==> config.mk <==
export PLATFORM = sky130hd
export DESIGN_NAME = ps2_key_status_tracker
export DESIGN_NICKNAME = d
export VERILOG_FILES = /design/src/rtl/ps2_pkg.sv /design/src/rtl/ps2_prefix_timer.sv /design/src/rtl/ps2_key_status_tracker.sv
export SDC_FILE = /design/constraint.sdc
export NUM_CORES = 1
export LEC_CHECK = 0
export CORE_ASPECT_RATIO = 1.1
export CORE_MARGIN = 1
export CORE_UTILIZATION = 51
export CTS_CLUSTER_SIZE = 40
export DETAILED_ROUTE_END_ITERATION = 7
export GPL_TIMING_DRIVEN = 1
export PLACE_DENSITY = 0.76
export SETUP_SLACK_MARGIN = 0.4
export SYNTH_ARGS = -nofsm -noshare
export SYNTH_HDL_FRONTEND = slang
export SYNTH_SLANG_ARGS = --single-unit
==> constraint.sdc <==
create_clock -name clk -period 3.29 [get_ports clk]
set_clock_uncertainty 0.2 [all_clocks]
set_input_delay 0.4935 -clock clk [delete_from_list [all_inputs] [get_ports clk]]
set_output_delay 0.4935 -clock clk [all_outputs]
set_load 0.1 [all_outputs]
==> src/rtl/ps2_pkg.sv <==
// Shared PS/2 set-2 definitions: special byte values, tracker states and the
// scan-code to letter-index lookup used by the key status tracker.
package ps2_pkg;

    localparam logic [7:0] SC_BREAK    = 8'hF0;
    localparam logic [7:0] SC_EXTEND   = 8'hE0;
    localparam logic [7:0] SC_PAUSE    = 8'hE1;
    localparam logic [7:0] SC_BAT_OK   = 8'hAA;
    localparam logic [7:0] SC_ACK      = 8'hFA;
    localparam logic [7:0] SC_ECHO     = 8'hEE;
    localparam logic [7:0] SC_RESEND   = 8'hFE;
    localparam logic [7:0] SC_OVERRUN0 = 8'h00;
    localparam logic [7:0] SC_OVERRUNF = 8'hFF;

    localparam logic [2:0] PAUSE_SKIP  = 3'd7;

    typedef enum logic [2:0] {
        ST_IDLE    = 3'd0,
        ST_BRK     = 3'd1,
        ST_EXT     = 3'd2,
        ST_EXT_BRK = 3'd3,
        ST_PAUSE   = 3'd4
    } ps2_state_t;

    // Returns {hit, letter index}; index 0 = A ... 25 = Z.
    function automatic logic [5:0] scan_to_letter(input logic [7:0] code);
        logic [5:0] r;
        case (code)
            8'h1C: r = {1'b1, 5'd0};
            8'h32: r = {1'b1, 5'd1};
            8'h21: r = {1'b1, 5'd2};
            8'h23: r = {1'b1, 5'd3};
            8'h24: r = {1'b1, 5'd4};
            8'h2B: r = {1'b1, 5'd5};
            8'h34: r = {1'b1, 5'd6};
            8'h33: r = {1'b1, 5'd7};
            8'h43: r = {1'b1, 5'd8};
            8'h3B: r = {1'b1, 5'd9};
            8'h42: r = {1'b1, 5'd10};
            8'h4B: r = {1'b1, 5'd11};
            8'h3A: r = {1'b1, 5'd12};
            8'h31: r = {1'b1, 5'd13};
            8'h44: r = {1'b1, 5'd14};
            8'h4D: r = {1'b1, 5'd15};
            8'h15: r = {1'b1, 5'd16};
            8'h2D: r = {1'b1, 5'd17};
            8'h1B: r = {1'b1, 5'd18};
            8'h2C: r = {1'b1, 5'd19};
            8'h3C: r = {1'b1, 5'd20};
            8'h2A: r = {1'b1, 5'd21};
            8'h1D: r = {1'b1, 5'd22};
            8'h22: r = {1'b1, 5'd23};
            8'h35: r = {1'b1, 5'd24};
            8'h1A: r = {1'b1, 5'd25};
            default: r = 6'd0;
        endcase
        return r;
    endfunction

endpackage

==> src/rtl/ps2_prefix_timer.sv <==
// Watchdog for a pending scan-code prefix: counts while run is high and
// pulses expire on the last count so the tracker can abandon the prefix.
module ps2_prefix_timer #(
    parameter int TIMEOUT_CYCLES = 2_500_000
) (
    input  logic clk,
    input  logic reset_n,
    input  logic clr,
    input  logic run,
    output logic expire
);

    localparam int TW = (TIMEOUT_CYCLES > 2) ? $clog2(TIMEOUT_CYCLES) : 1;
    localparam logic [TW-1:0] LAST = TW'(TIMEOUT_CYCLES - 1);

    logic [TW-1:0] cnt;

    // Expiry returns the count to zero, so the counter never wraps.
    assign expire = run && (cnt == LAST);

    always_ff @(posedge clk or negedge reset_n) begin
        if (!reset_n) begin
            cnt <= '0;
        end else if (clr || expire || !run) begin
            cnt <= '0;
        end else begin
            cnt <= cnt + TW'(1);
        end
    end

endmodule

==> src/rtl/ps2_key_status_tracker.sv <==
// Converts PS/2 set-2 bytes into a held-key vector for letters A-Z and emits
// one event per real press/release; prefixes are tracked by a small FSM.
module ps2_key_status_tracker
    import ps2_pkg::*;
#(
    parameter int TIMEOUT_CYCLES = 2_500_000
) (
    input  logic        clk,
    input  logic        reset_n,
    input  logic        scan_valid,
    input  logic [7:0]  scan_code,
    input  logic        clear_all,
    output logic [25:0] key_status,
    output logic        evt_valid,
    output logic [4:0]  evt_key,
    output logic        evt_make,
    output logic        any_key
);

    ps2_state_t  state, state_n;
    logic [2:0]  skip_cnt, skip_n;
    logic [25:0] keys_n;
    logic        evt_valid_n, evt_make_n;
    logic [4:0]  evt_key_n;
    logic [5:0]  lut;
    logic        expire;

    ps2_prefix_timer #(.TIMEOUT_CYCLES(TIMEOUT_CYCLES)) u_timer (
        .clk     (clk),
        .reset_n (reset_n),
        .clr     (clear_all || scan_valid),
        .run     (state != ST_IDLE),
        .expire  (expire)
    );

    assign lut = scan_to_letter(scan_code);

    always_ff @(posedge clk or negedge reset_n) begin
        if (!reset_n) begin
            state      <= ST_IDLE;
            skip_cnt   <= '0;
            key_status <= '0;
            evt_valid  <= 1'b0;
            evt_key    <= '0;
            evt_make   <= 1'b0;
            any_key    <= 1'b0;
        end else begin
            state      <= state_n;
            skip_cnt   <= skip_n;
            key_status <= keys_n;
            evt_valid  <= evt_valid_n;
            evt_key    <= evt_key_n;
            evt_make   <= evt_make_n;
            any_key    <= |keys_n;
        end
    end

    always_comb begin
        state_n     = state;
        skip_n      = skip_cnt;
        keys_n      = key_status;
        evt_valid_n = 1'b0;
        evt_key_n   = evt_key;
        evt_make_n  = evt_make;

        if (clear_all) begin
            state_n = ST_IDLE;
            skip_n  = '0;
            keys_n  = '0;
        end else if (scan_valid) begin
            // Overrun and controller status bytes resynchronise from any state.
            if (scan_code == SC_OVERRUN0 || scan_code == SC_OVERRUNF) begin
                state_n = ST_IDLE;
                skip_n  = '0;
                keys_n  = '0;
            end else if (scan_code == SC_BAT_OK || scan_code == SC_ACK ||
                         scan_code == SC_ECHO   || scan_code == SC_RESEND) begin
                state_n = ST_IDLE;
                skip_n  = '0;
            end else begin
                case (state)
                    ST_IDLE: begin
                        if (scan_code == SC_BREAK) begin
                            state_n = ST_BRK;
                        end else if (scan_code == SC_EXTEND) begin
                            state_n = ST_EXT;
                        end else if (scan_code == SC_PAUSE) begin
                            state_n = ST_PAUSE;
                            skip_n  = PAUSE_SKIP;
                        end else if (lut[5] && !key_status[lut[4:0]]) begin
                            keys_n[lut[4:0]] = 1'b1;
                            evt_valid_n      = 1'b1;
                            evt_key_n        = lut[4:0];
                            evt_make_n       = 1'b1;
                        end
                    end
                    ST_BRK: begin
                        state_n = ST_IDLE;
                        if (lut[5] && key_status[lut[4:0]]) begin
                            keys_n[lut[4:0]] = 1'b0;
                            evt_valid_n      = 1'b1;
                            evt_key_n        = lut[4:0];
                            evt_make_n       = 1'b0;
                        end
                    end
                    ST_EXT: begin
                        state_n = (scan_code == SC_BREAK) ? ST_EXT_BRK : ST_IDLE;
                    end
                    ST_PAUSE: begin
                        skip_n = (skip_cnt == 3'd0) ? 3'd0 : skip_cnt - 3'd1;
                        if (skip_cnt <= 3'd1) begin
                            state_n = ST_IDLE;
                        end
                    end
                    default: begin
                        state_n = ST_IDLE;
                    end
                endcase
            end
        end else if (expire) begin
            state_n = ST_IDLE;
            skip_n  = '0;
        end
    end

endmodule

==> flow_summary.ini <==
[finish]
area_growth_pct = 70.88
finish.net_count = 730
layout.cells.most_common = sky130_fd_sc_hd__buf_4
final_cell_mix = sky130_fd_sc_hd__buf_4 (173), sky130_fd_sc_hd__dfrtp_1 (62), sky130_fd_sc_hd__nor2_1 (50)
layout-drive-gt1-share_pct = 49.24
antenna_cells_inserted = 0
postLayoutCellArea_um2 = 7116
layout.cells.non_filler = 827

[route]
wl_met3_mm = 2.502
wl_met2_mm = 9.217
route.vias.total = 5600
detail-route-antenna-nets = 0
wl_final_mm = 20.54
drcViolationCount = 0
wl_per_cell_um = 24.83
dr.first_iter.drc_count = 709
top_layer_used_by_detailed_routing = met4
detailedRoute.firstPassIterationCount = 6
route.detailed.vias_per_inst = 6.771
wl_met1_mm = 7.042

[clock_tree]
cts_tree = yes
cts_made_buffers = 9
clkSlewWorstSetupHoldPaths_ns = 0.09
cts-root-to-sink-buffers = 2
numClockSinks = 62
root_buffer = sky130_fd_sc_hd__clkbuf_8
cts_htree_levels = 3
worstSkewPairLatency_ns = 0.38

[setup_path]
timing.critical_path.fanout_max = 8
critPathLaunch = scan_code[4]
critPathArrivalTime_ns = 4.00
req_time_crit_path_ns = 3.33
setup.worst_path.class = in2reg
worstSetupStartpointType = input port
r2r-start = state[2]$_DFFE_PN0P_
end_kind = flop

[global_routing]
globalRoute.totalOverflow = 0
maximum_number_of_pins_on_one_net_before_global_route_repair = 29
grt_antenna_before_repair = 0
grt_first_pass_wirelength_mm = 25.80
aggregate_global_route_resource_usage_pct = 39.86
via_count_of_the_first_global_routing_pass = 5165

[sta]
rsz0062_at_grt = yes
setup_viol = 31
timing.final.crit_share_pct = 120.4
max_clock_freq_mhz = 252.3
setup_slack_ns = -0.6728
slew_viol_final = 0
rel_slew_slack_pct = 42.27
tightestPinTransition_ns = 0.8586
final-hold-violation-count = 0
finalWorstPathRequiredPeriod_ns = 3.963

[yosys]
yosys_warnings = 0
post_synth_num_cell_types = 68
synth-seq-area-share_pct = 37.26
netlist_instances = 492
synth_area_um2 = 4164
synth_enable_flop_cells = 0
ys_ff_latch = 62
synthesis.area_per_instance_um2 = 8.463
yosys_most_used_dff = sky130_fd_sc_hd__dfrtp_1
postSynthNetCount = 508
async_flop_share_pct = 100.0

[placed_design]
detailed_place_hpwl_mm = 10.69
placedInstanceArea_um2 = 5683
gp_routability_congestion = 1.029
port-buffer-count = 45
total_placed_cells_including_tap_cells = 759

[power_and_ir_drop]
netSwitchingPower_uw = 823.8
p_int_uw = 1408
p_seq_share_pct = 36.0
p_leak_uw = 0.003218
comb_power_share_pct = 30.2
power.density_nw_per_um2 = 313.7
irDropWorstVdd_v = 0.0003175
power_switching_share_pct = 36.91
share_clk_of_total_power_pct = 33.9

[floorplanning]
placement_rows = 34
floorplan.initialDensity_pct = 52.62
die_y_um = 96.77
top_level_ports = 46
fp.dieW_um = 88.16
design.core.area_um2 = 7913
floorplan.die_area_um2 = 8531

[run_status]
violations_in_the_final_reports = setup timing
status = finished, violations left

[run]
max_cap_viol_count = 0

[min_path]
worst_hold_startpoint = evt_key[3]$_DFFE_PN0P_
hp-class = reg2reg
## critical path, cell delays in order
cell,delay (ns)
sky130_fd_sc_hd__buf_2,0.14
sky130_fd_sc_hd__buf_12,0.15
sky130_fd_sc_hd__buf_6,0.14
sky130_fd_sc_hd__buf_4,0.15
sky130_fd_sc_hd__nor4_1,0.42
sky130_fd_sc_hd__a311oi_2,0.18
sky130_fd_sc_hd__o31a_1,0.16
sky130_fd_sc_hd__nand3_1,0.37
sky130_fd_sc_hd__a31oi_1,0.10
sky130_fd_sc_hd__o21ai_1,0.30
sky130_fd_sc_hd__o41ai_4,0.17
sky130_fd_sc_hd__a2111oi_4,0.40
sky130_fd_sc_hd__o211ai_1,0.34
sky130_fd_sc_hd__nor4_4,0.34
sky130_fd_sc_hd__nand4_1,0.14
## per-layer routing
metal / vias to the layer above / track usage (%)
met5: - / 0
met3: 183 / 9.386
li1: 2269 / -
met1: 2626 / 50.65
met2: 522 / 61.84
met4: 0 / 22.21
## cell usage after synthesis (all sizes together), types with 3 or more instances
master	n	area, um2
a211o	4	35.03
a21o	7	52.55
a21oi	24	120.1
a22oi	3	27.52
a31oi	10	62.56
and2	3	18.77
and3	7	43.79
and4	4	35.03
buf	15	85.08
clkbuf	8	30.03
dfrtp	62	1551
ha	4	50.05
inv	17	63.81
mux4	5	112.6
nand2	48	187.7
nand2b	8	50.05
nand3	32	160.2
nand4	9	77.57
nor2	56	212.7
nor2b	8	50.05
nor3	17	100.1
nor4	6	37.54
o2111ai	3	26.28
o211ai	7	52.55
o21ai	40	200.2
o21bai	4	30.03
o22ai	4	31.28
o31ai	11	87.58
or3	4	25.02
xnor2	9	78.83
xor2	14	122.6
## power groups by stage
stage | clock [uW] | sequential, uW | combinational [uW]
5_1_grt | 774 | 804 | 697
3_5_place_dp | 0 | 815 | 506
6_report | 756 | 803 | 673
4_1_cts | 720 | 801 | 588
3_3_place_gp | 0 | 814 | 503
2_1_floorplan | 0 | 927 | 181
## registers in the layout, indices dropped and copies added, names as in the netlist
name	flops
key_status	26
evt_valid	1
evt_make	1
skip_cnt	3
evt_key	5
state	3
u_timer.cnt	22
any_key	1
## per-stage QoR
step | hold slack, ns | total power (uW) | utilization [%] | setup slack [ns] | TNS (ns)
floorplan | -0.002091 | 1108 | - | -0.2831 | -3.066
global placement | 0.2649 | 1316 | 71.82 | -1.304 | -34.48
detailed placement | 0.2807 | 1321 | 71.82 | -1.385 | -36.47
CTS | 0.2968 | 2108 | 83.67 | -0.1984 | -2.114
global route | 0.3372 | 2275 | 89.93 | -0.6957 | -11.53
finish | 0.2937 | 2232 | 89.93 | -0.6728 | -8.458
## path summary, 6_finish.rpt
kind	end	slack (ns)	cells after the start
setup reg to reg	any_key$_DFF_PN0_	-0.24	9
min in group asynchronous	evt_key[4]$_DFFE_PN0P_	0.49	2
max in group asynchronous	skip_cnt[2]$_DFFE_PN0P_	1.64	3
hold reg to reg	evt_key[3]$_DFFE_PN0P_	0.29	2
hold / removal	evt_key[3]$_DFFE_PN0P_	0.29	2
setup / recovery	any_key$_DFF_PN0_	-0.67	15
## kinds of logic (layout without fill, tap and decap cells)
| family | Yosys count | after routing | share of synthesized area [%] |
|---|---|---|---|
| mux | 5 | 5 | 2.704 |
| xor+xnor | 23 | 23 | 4.838 |
| buf+inv | 40 | 265 | 4.297 |
| flops | 62 | 62 | 37.26 |
| fa+ha+maj | 4 | 4 | 1.202 |
| compound gates | 139 | 140 | 22.15 |
| simple gates | 219 | 220 | 27.55 |
## what timing repair did
action,4_1_cts,5_1_grt
endpoints found under the setup margin,40,40
pin swaps,45,37
gates cloned,3,0
hold buffers,1,0
setup buffers,29,19
resized for setup,138,86
hold endpoints to repair,26,0
## layout make-up
type	instances	area [um2]
Clock buffer	10	137.6
Clock inverter	6	68.82
Fill cell	361	797.0
Inverter	17	66.31
Multi-Input combinational cell	392	3222
Sequential cell	62	1551
Tap cell	108	135.1
Timing Repair Buffer	232	1934
No activity file was read; power rests on OpenSTA's default activity.
